**config.mk**
```make
export PLATFORM = sky130hd
export DESIGN_NAME = mdu_ctrl
export DESIGN_NICKNAME = d
export VERILOG_FILES = /design/src/rtl/mdu_ctrl_pkg.sv /design/src/rtl/mdu_ctrl.sv
export SDC_FILE = /design/constraint.sdc
export NUM_CORES = 1
export LEC_CHECK = 0
export ABC_AREA = 0
export BUFFER_PORTS_ARGS = -buffer_cell sky130_fd_sc_hd__buf_2
export CORE_AREA = 2 2 157 159
export CTS_BUF_LIST = sky130_fd_sc_hd__clkbuf_4 sky130_fd_sc_hd__clkbuf_8
export DETAILED_ROUTE_END_ITERATION = 10
export DIE_AREA = 0 0 159 161
export GPL_ROUTABILITY_DRIVEN = 0
export PLACE_DENSITY = 0.61
export SETUP_SLACK_MARGIN = 0.15
export SLEW_MARGIN = 30
export SYNTH_ARGS = -nofsm -noshare
export SYNTH_HDL_FRONTEND = slang
export SYNTH_SLANG_ARGS = --single-unit
```
**constraint.sdc**
```tcl
create_clock -name clk -period 1.9 [get_ports clk]
set_input_delay 0.19 -clock clk [delete_from_list [all_inputs] [get_ports clk]]
set_output_delay 0.19 -clock clk [all_outputs]
set_load 0.05 [all_outputs]
```
**src/rtl/mdu_ctrl_pkg.sv**
```systemverilog
// Shared definitions for the EX-stage multiply/divide sequencing controller:
// FSM state encodings, HI/LO source select, legacy handshake constants and
// the op decoder.
package mdu_ctrl_pkg;

  typedef enum logic [1:0] {
    MDU_IDLE = 2'd0,
    MDU_MUL  = 2'd1,
    MDU_DIV  = 2'd2,
    MDU_DONE = 2'd3
  } mdu_state_e;

  // Which value is loaded into the HI/LO result register this cycle.
  typedef enum logic [1:0] {
    HILO_NONE    = 2'd0,
    HILO_MUL     = 2'd1,
    HILO_DIV     = 2'd2,
    HILO_DIVZERO = 2'd3
  } hilo_src_e;

  // Constants carried over from the original EX-stage sequencing.
  localparam logic Stop           = 1'b1;
  localparam logic NoStop         = 1'b0;
  localparam logic DivStart       = 1'b1;
  localparam logic DivStop        = 1'b0;
  localparam logic DivResultReady = 1'b1;

  // Multiplier latency countdown width (MUL_LATENCY is 1..4).
  localparam int CNT_W = 3;

  typedef struct packed {
    logic valid;   // some mult/div op is present
    logic is_div;  // div/divu rather than mult/multu
    logic sgn;     // signed variant
  } mdu_op_t;

  // One-hot op decode; if several are asserted, div > divu > mult > multu.
  function automatic mdu_op_t decode_op(input logic mult, input logic multu,
                                        input logic div,  input logic divu);
    mdu_op_t op;
    op = '{valid: 1'b0, is_div: 1'b0, sgn: 1'b0};
    if (div)        op = '{valid: 1'b1, is_div: 1'b1, sgn: 1'b1};
    else if (divu)  op = '{valid: 1'b1, is_div: 1'b1, sgn: 1'b0};
    else if (mult)  op = '{valid: 1'b1, is_div: 1'b0, sgn: 1'b1};
    else if (multu) op = '{valid: 1'b1, is_div: 1'b0, sgn: 1'b0};
    return op;
  endfunction

endpackage

```
**src/rtl/mdu_ctrl.sv**
```systemverilog
// mdu_ctrl: sequences one mult/multu/div/divu per issue through the clocked
// multiplier and the iterative divider, stalls the pipeline until the 64-bit
// result is ready, then presents a HI/LO write.
// Optional feature macro: MDU_DIVZERO_FAST_EN (divide-by-zero bypasses the
// divider and writes {rs, 32'hFFFF_FFFF} directly).
module mdu_ctrl
  import mdu_ctrl_pkg::*;
#(
  parameter int MUL_LATENCY = 1
) (
  input  logic        clk,
  input  logic        rst,
  input  logic        flush,
  input  logic        ex_stall,
  input  logic        inst_mult,
  input  logic        inst_multu,
  input  logic        inst_div,
  input  logic        inst_divu,
  input  logic [31:0] rf_rdata1,
  input  logic [31:0] rf_rdata2,
  output logic        stallreq_for_mdu,
  output logic        hilo_we,
  output logic [31:0] hi_o,
  output logic [31:0] lo_o,
  output logic        mul_signed,
  output logic [31:0] mul_ina,
  output logic [31:0] mul_inb,
  input  logic [63:0] mul_result,
  output logic        div_start,
  output logic        div_signed,
  output logic [31:0] div_opdata1,
  output logic [31:0] div_opdata2,
  output logic        div_annul,
  input  logic [63:0] div_result,
  input  logic        div_ready
);

  mdu_state_e       state_q, state_d;
  logic [31:0]      op_a_q, op_b_q;
  logic             sgn_q;
  logic [CNT_W-1:0] cnt_q;
  logic [31:0]      hi_q, lo_q;

  mdu_op_t          op;
  logic             capture;
  logic             div_zero_fast;
  hilo_src_e        hilo_src;

  assign op = decode_op(inst_mult, inst_multu, inst_div, inst_divu);

`ifdef MDU_DIVZERO_FAST_EN
  assign div_zero_fast = op.is_div && (rf_rdata2 == 32'd0);
`else
  assign div_zero_fast = 1'b0;
`endif

  // Next-state, handshake and stall decode for the current state.
  always_comb begin
    // NOTE: every output of this block gets a default before any branch, so
    // no path leaves a signal unassigned and no latch is inferred.
    state_d          = state_q;
    capture          = 1'b0;
    hilo_src         = HILO_NONE;
    stallreq_for_mdu = NoStop;
    hilo_we          = 1'b0;
    div_start        = DivStop;
    div_annul        = 1'b0;
    if (!rst) begin
      unique case (state_q)
        MDU_IDLE: begin
          if (op.valid && !flush) begin
            stallreq_for_mdu = Stop;
            capture          = 1'b1;
            if (!op.is_div) begin
              state_d = MDU_MUL;
            end else if (div_zero_fast) begin
              state_d  = MDU_DONE;
              hilo_src = HILO_DIVZERO;
            end else begin
              state_d = MDU_DIV;
            end
          end
        end
        MDU_MUL: begin
          stallreq_for_mdu = Stop;
          if (flush) begin
            state_d = MDU_IDLE;
          end else if (cnt_q == CNT_W'(1)) begin
            state_d  = MDU_DONE;
            hilo_src = HILO_MUL;
          end
        end
        MDU_DIV: begin
          stallreq_for_mdu = Stop;
          if (flush) begin
            // The divider is cancelled rather than left running on a dead op.
            div_annul = 1'b1;
            state_d   = MDU_IDLE;
          end else begin
            div_start = (div_ready == DivResultReady) ? DivStop : DivStart;
            if (div_ready == DivResultReady) begin
              state_d  = MDU_DONE;
              hilo_src = HILO_DIV;
            end
          end
        end
        MDU_DONE: begin
          // The op still on the inputs here is the one just completed, so it
          // is deliberately ignored until the pipeline moves past it.
          if (flush) begin
            state_d = MDU_IDLE;
          end else begin
            hilo_we = 1'b1;
            if (!ex_stall) state_d = MDU_IDLE;
          end
        end
        default: state_d = MDU_IDLE;
      endcase
    end
  end

  // State, captured operands, latency counter and HI/LO result register.
  always_ff @(posedge clk) begin
    // NOTE: sequential state uses non-blocking assignments so every register
    // samples the pre-edge values, independent of statement order.
    if (rst) begin
      state_q <= MDU_IDLE;
      op_a_q  <= '0;
      op_b_q  <= '0;
      sgn_q   <= 1'b0;
      cnt_q   <= '0;
      hi_q    <= '0;
      lo_q    <= '0;
    end else begin
      state_q <= state_d;
      if (capture) begin
        op_a_q <= rf_rdata1;
        op_b_q <= rf_rdata2;
        sgn_q  <= op.sgn;
        cnt_q  <= CNT_W'(MUL_LATENCY);
      end else if (state_q == MDU_MUL) begin
        cnt_q <= cnt_q - CNT_W'(1);
      end
      unique case (hilo_src)
        HILO_MUL:     {hi_q, lo_q} <= mul_result;
        HILO_DIV:     {hi_q, lo_q} <= div_result;
        HILO_DIVZERO: {hi_q, lo_q} <= {rf_rdata1, 32'hFFFF_FFFF};
        default:      ;
      endcase
    end
  end

  // Engines always see the captured operands.
  assign mul_ina     = op_a_q;
  assign mul_inb     = op_b_q;
  assign mul_signed  = sgn_q;
  assign div_opdata1 = op_a_q;
  assign div_opdata2 = op_b_q;
  assign div_signed  = sgn_q;
  assign hi_o        = hi_q;
  assign lo_o        = lo_q;

endmodule

```
==> results.sh <==
export IMPL_outcome="finished, final reports clean"
export IMPL_reg2reg_to="hi_o[11]$_SDFFE_PP0P_"
export IMPL_synth_cells=689
export IMPL_cts_sinks=134
export IMPL_p_leak_nw=4.67
export IMPL_critical_path_class="register to register"
export IMPL_ir_drop_mv=0.609
export IMPL_yosys_warnings=0
export IMPL_syn_to_final_growth_pct=57.7
export IMPL_synth_seq_cells=134
export IMPL_cap_violations=0
export IMPL_comb_power_share_pct=44.0
export IMPL_p_sw_w=0.00511
export IMPL_cts_buffers=17
export IMPL_drt_iter0_drc=376
export IMPL_dpl_worst_slack_ps=120
export IMPL_grt_setup_unrepaired="true"
export IMPL_clock_latency_ps=430
export IMPL_async_reset_ff_share_pct=0
export IMPL_endpoint="hi_o[11]$_SDFFE_PP0P_"
export IMPL_ys_top_cells_by_area="dfxtp_1 43%, mux2i_1 16%, buf_4 8.7%"
export IMPL_cp_required_ps=2200
export IMPL_sequentialPowerShare_pct=31.0
export IMPL_fin_crit_sh_pct=91.4
export IMPL_nNetsFinal=1310
export IMPL_start_util_pct=25.8
export IMPL_cp_cell_sequence="ha_4 > nor2b_4 > and3_4 > clkbuf_16 > mux2i_1 > o22ai_1"
export IMPL_grt_max_degree=98
export IMPL_finish_instance_area_mm2=0.00976
export IMPL_grt_ovfl_total=0
export IMPL_antenna_found_initial=1
export IMPL_syn_nets=897
export IMPL_r2r_start="cnt_q[0]$_SDFFE_PP0P_"
export IMPL_routed_via_count=6508
export IMPL_post_dp_cell_area_mm2=0.00817
export IMPL_drcViolationCount=0
export IMPL_dp_hpwl_mm=15.8
export IMPL_drt_wl_total_mm=23.7
export IMPL_die_x_um=159
export IMPL_wire_per_inst_um=16.5
export IMPL_yosys_area_share_simple_pct=12.7
export IMPL_setup_worst_path_end_class="register"
export IMPL_setup_tns_ps=0
export IMPL_synth_cell_type_count=34
export IMPL_synth_compound_area_share_pct=14.0
export IMPL_port_buffers=398
export IMPL_finClkSkew_ps=13.4
export IMPL_yosys_area_top_type="dfxtp_1"
export IMPL_synthMuxAreaShare_pct=15.5
export IMPL_via_per_inst=4.53
export IMPL_r2r_slack_ps=160
export IMPL_die_area_mm2=0.0256
export IMPL_ctsHtreeMaxLevel=4
export IMPL_netlist_area_leader_share_pct=43.3
export IMPL_cellInternalPower_w=0.00631
export IMPL_clkPwrFrac_pct=25.0
export IMPL_synthAdderAreaFrac_pct=1.41
export IMPL_ant_nets=0
export IMPL_startpoint_type="register"
export IMPL_grt_pass1_vias=6136
export IMPL_layout_drive_gt1_share_pct=45.8
export IMPL_num_antenna_cells=0
export IMPL_netSwitchingFraction_pct=44.8
export IMPL_synth_xor_area_share_pct=0.283
export IMPL_cp_max_fo=9
export IMPL_max_freq_mhz=576
export IMPL_first_pass_iters=7
export IMPL_path_clk_slew_ps=70
export IMPL_syn_cell_area_mm2=0.00619
export IMPL_hold_viol=0
export IMPL_setup_viol=0
export IMPL_yosysSeqAreaShare_pct=43.3
export IMPL_cts_tree="done"
export IMPL_slowest_stage="dfxtp_2"
export IMPL_grt_pass1_wl_mm=33.8
export IMPL_relSlewSlack_pct=66.8
export IMPL_placementRows=57
export IMPL_max_clock_path_buffers=2
export IMPL_io_pins=399
export IMPL_slowest_delay_ps=380
export IMPL_track_usage_pct=16.8
export IMPL_synth_main_ff_cell="dfxtp_1"
export IMPL_fin_util_pct=40.7
export IMPL_cts_root_buf="clkbuf_8"
export IMPL_synth_top_family_by_area="multiplexers"
export IMPL_min_period_ps=1740
export IMPL_hold_path_class="input pin to register"
export IMPL_nFillCells=2363
export IMPL_core_area_mm2=0.0240
export IMPL_crit_start="cnt_q[0]$_SDFFE_PP0P_"
export IMPL_maxSlewViolCount=0
export IMPL_r2r_cells=6
export IMPL_die_y_um=161
export IMPL_tightest_slew_ps=498
export IMPL_syn_area_per_cell_um2=8.99
export IMPL_setup_ws_ps=162
export IMPL_synth_edf_count=0
export IMPL_hold_ws_ps=42.4
export IMPL_cp_arrival_ps=2040
export IMPL_powerDensity_mw_per_mm2=1170
[cell usage after synthesis (all sizes together), types with 4 or more instances]
cell / instances
a211oi: 32
buf: 94
clkbuf: 25
o22ai: 32
inv: 7
nor3: 36
nor2: 5
dfxtp: 134
ha: 7
nand2: 130
and3: 4
mux2i: 96
a21oi: 66
[cells by family (layout without fill, tap and decap cells)]
kind of cell / Yosys count / count (layout)
AND/OR/NAND/NOR: 185 / 186
AO/OA/AOI/OAI: 139 / 139
flip-flops: 134 / 134
buffers and inverters: 126 / 550
multiplexers: 96 / 96
adder cells (fa/ha/maj): 7 / 7
XOR/XNOR: 2 / 2
[critical path: cells and delay by family (launching register included)]
family / cells / cell delay, ps
AOI/OAI and AO/OA: 1 / 100
muxes: 1 / 220
adders and majority gates: 1 / 140
buffers and inverters: 1 / 220
DFF: 1 / 380
and+or+nand+nor: 2 / 550
[power by group through the flow]
stage          clock network [W]  registers, W  logic (W)
2_1_floorplan                  0       0.00475    0.00262
3_3_place_gp                   0       0.00355    0.00470
3_5_place_dp                   0       0.00357    0.00471
4_1_cts                  0.00297       0.00352    0.00490
5_1_grt                  0.00306       0.00359    0.00529
6_report                 0.00285       0.00354    0.00502
[repair_timing]
item	CTS	global route
buffers inserted	1	18
pin swaps	1	3
setup endpoints to repair	30	67
endpoints found under the hold margin	65	0
gates resized for setup	13	24
hold buffers	65	0
gates cloned	1	8
[registers in the layout, indices dropped and copies added (netlist names)]
register     flops
cnt_q            3
lo_o            32
div_opdata2     32
hi_o            32
div_opdata1     32
state_q          2
div_signed       1
[routing by layer]
metal | routed length, µm | GRT usage [%] | share of wire (%)
met5 | 13 | 0 | 0.055
met4 | 413 | 5.50 | 1.7
met3 | 1230 | 3.75 | 5.2
met2 | 12200 | 30.6 | 52
met1 | 9790 | 19.6 | 41
[layout make-up]
cell class | count | area (µm²) | area share, %
well taps | 324 | 405 | 4.15
clock inverters | 11 | 198 | 2.02
flip-flops and latches | 134 | 2690 | 27.5
inverters | 7 | 31.3 | 0.320
multi-input cells | 430 | 2850 | 29.2
clock buffers | 20 | 269 | 2.75
repair buffers | 512 | 3320 | 34.0
[cells in the final DEF, fill, tap and decap left out, types with 2 or more instances in the layout]
master	count
a211oi_1	31
a21oi_1	66
and3_1	2
and3_4	3
buf_12	12
buf_2	393
buf_4	32
buf_6	2
bufinv_16	5
clkbuf_16	7
clkbuf_8	19
clkinv_4	3
dfxtp_1	130
dfxtp_2	3
dlygate4sd3_1	65
ha_1	4
ha_4	2
inv_1	4
inv_4	2
mux2i_1	94
mux2i_2	2
nand2_1	130
nor2_1	3
nor2_2	2
nor2b_1	2
nor3_1	28
nor3_2	7
o211a_1	2
o211ai_1	2
o22ai_1	32
[per-stage QoR]
| step | power, W | std cells |
|---|---|---|
| after floorplan | 0.00737 | 689 |
| after global placement | 0.00825 | 1314 |
| after detailed placement | 0.00828 | 1314 |
| after global routing | 0.0119 | 1438 |
| final | 0.0114 | 1438 |
| after CTS | 0.0114 | 1412 |
[how the worst min path moves through the flow]
stage	start	end	slack [ps]	depth (start not counted)
final	rst	cnt_q[0]$_SDFFE_PP0P_	40	2
after global routing	rst	cnt_q[0]$_SDFFE_PP0P_	8	2
after CTS	rf_rdata1[0]	div_opdata1[0]$_SDFFE_PP0P_	2	3
after detailed placement	rf_rdata2[12]	div_opdata2[12]$_SDFFE_PP0P_	440	3
after global placement	rf_rdata2[14]	div_opdata2[14]$_SDFFE_PP0P_	430	3
after floorplan	rf_rdata1[0]	div_opdata1[0]$_SDFFE_PP0P_	330	2
Power figures use the tool's default switching activity.
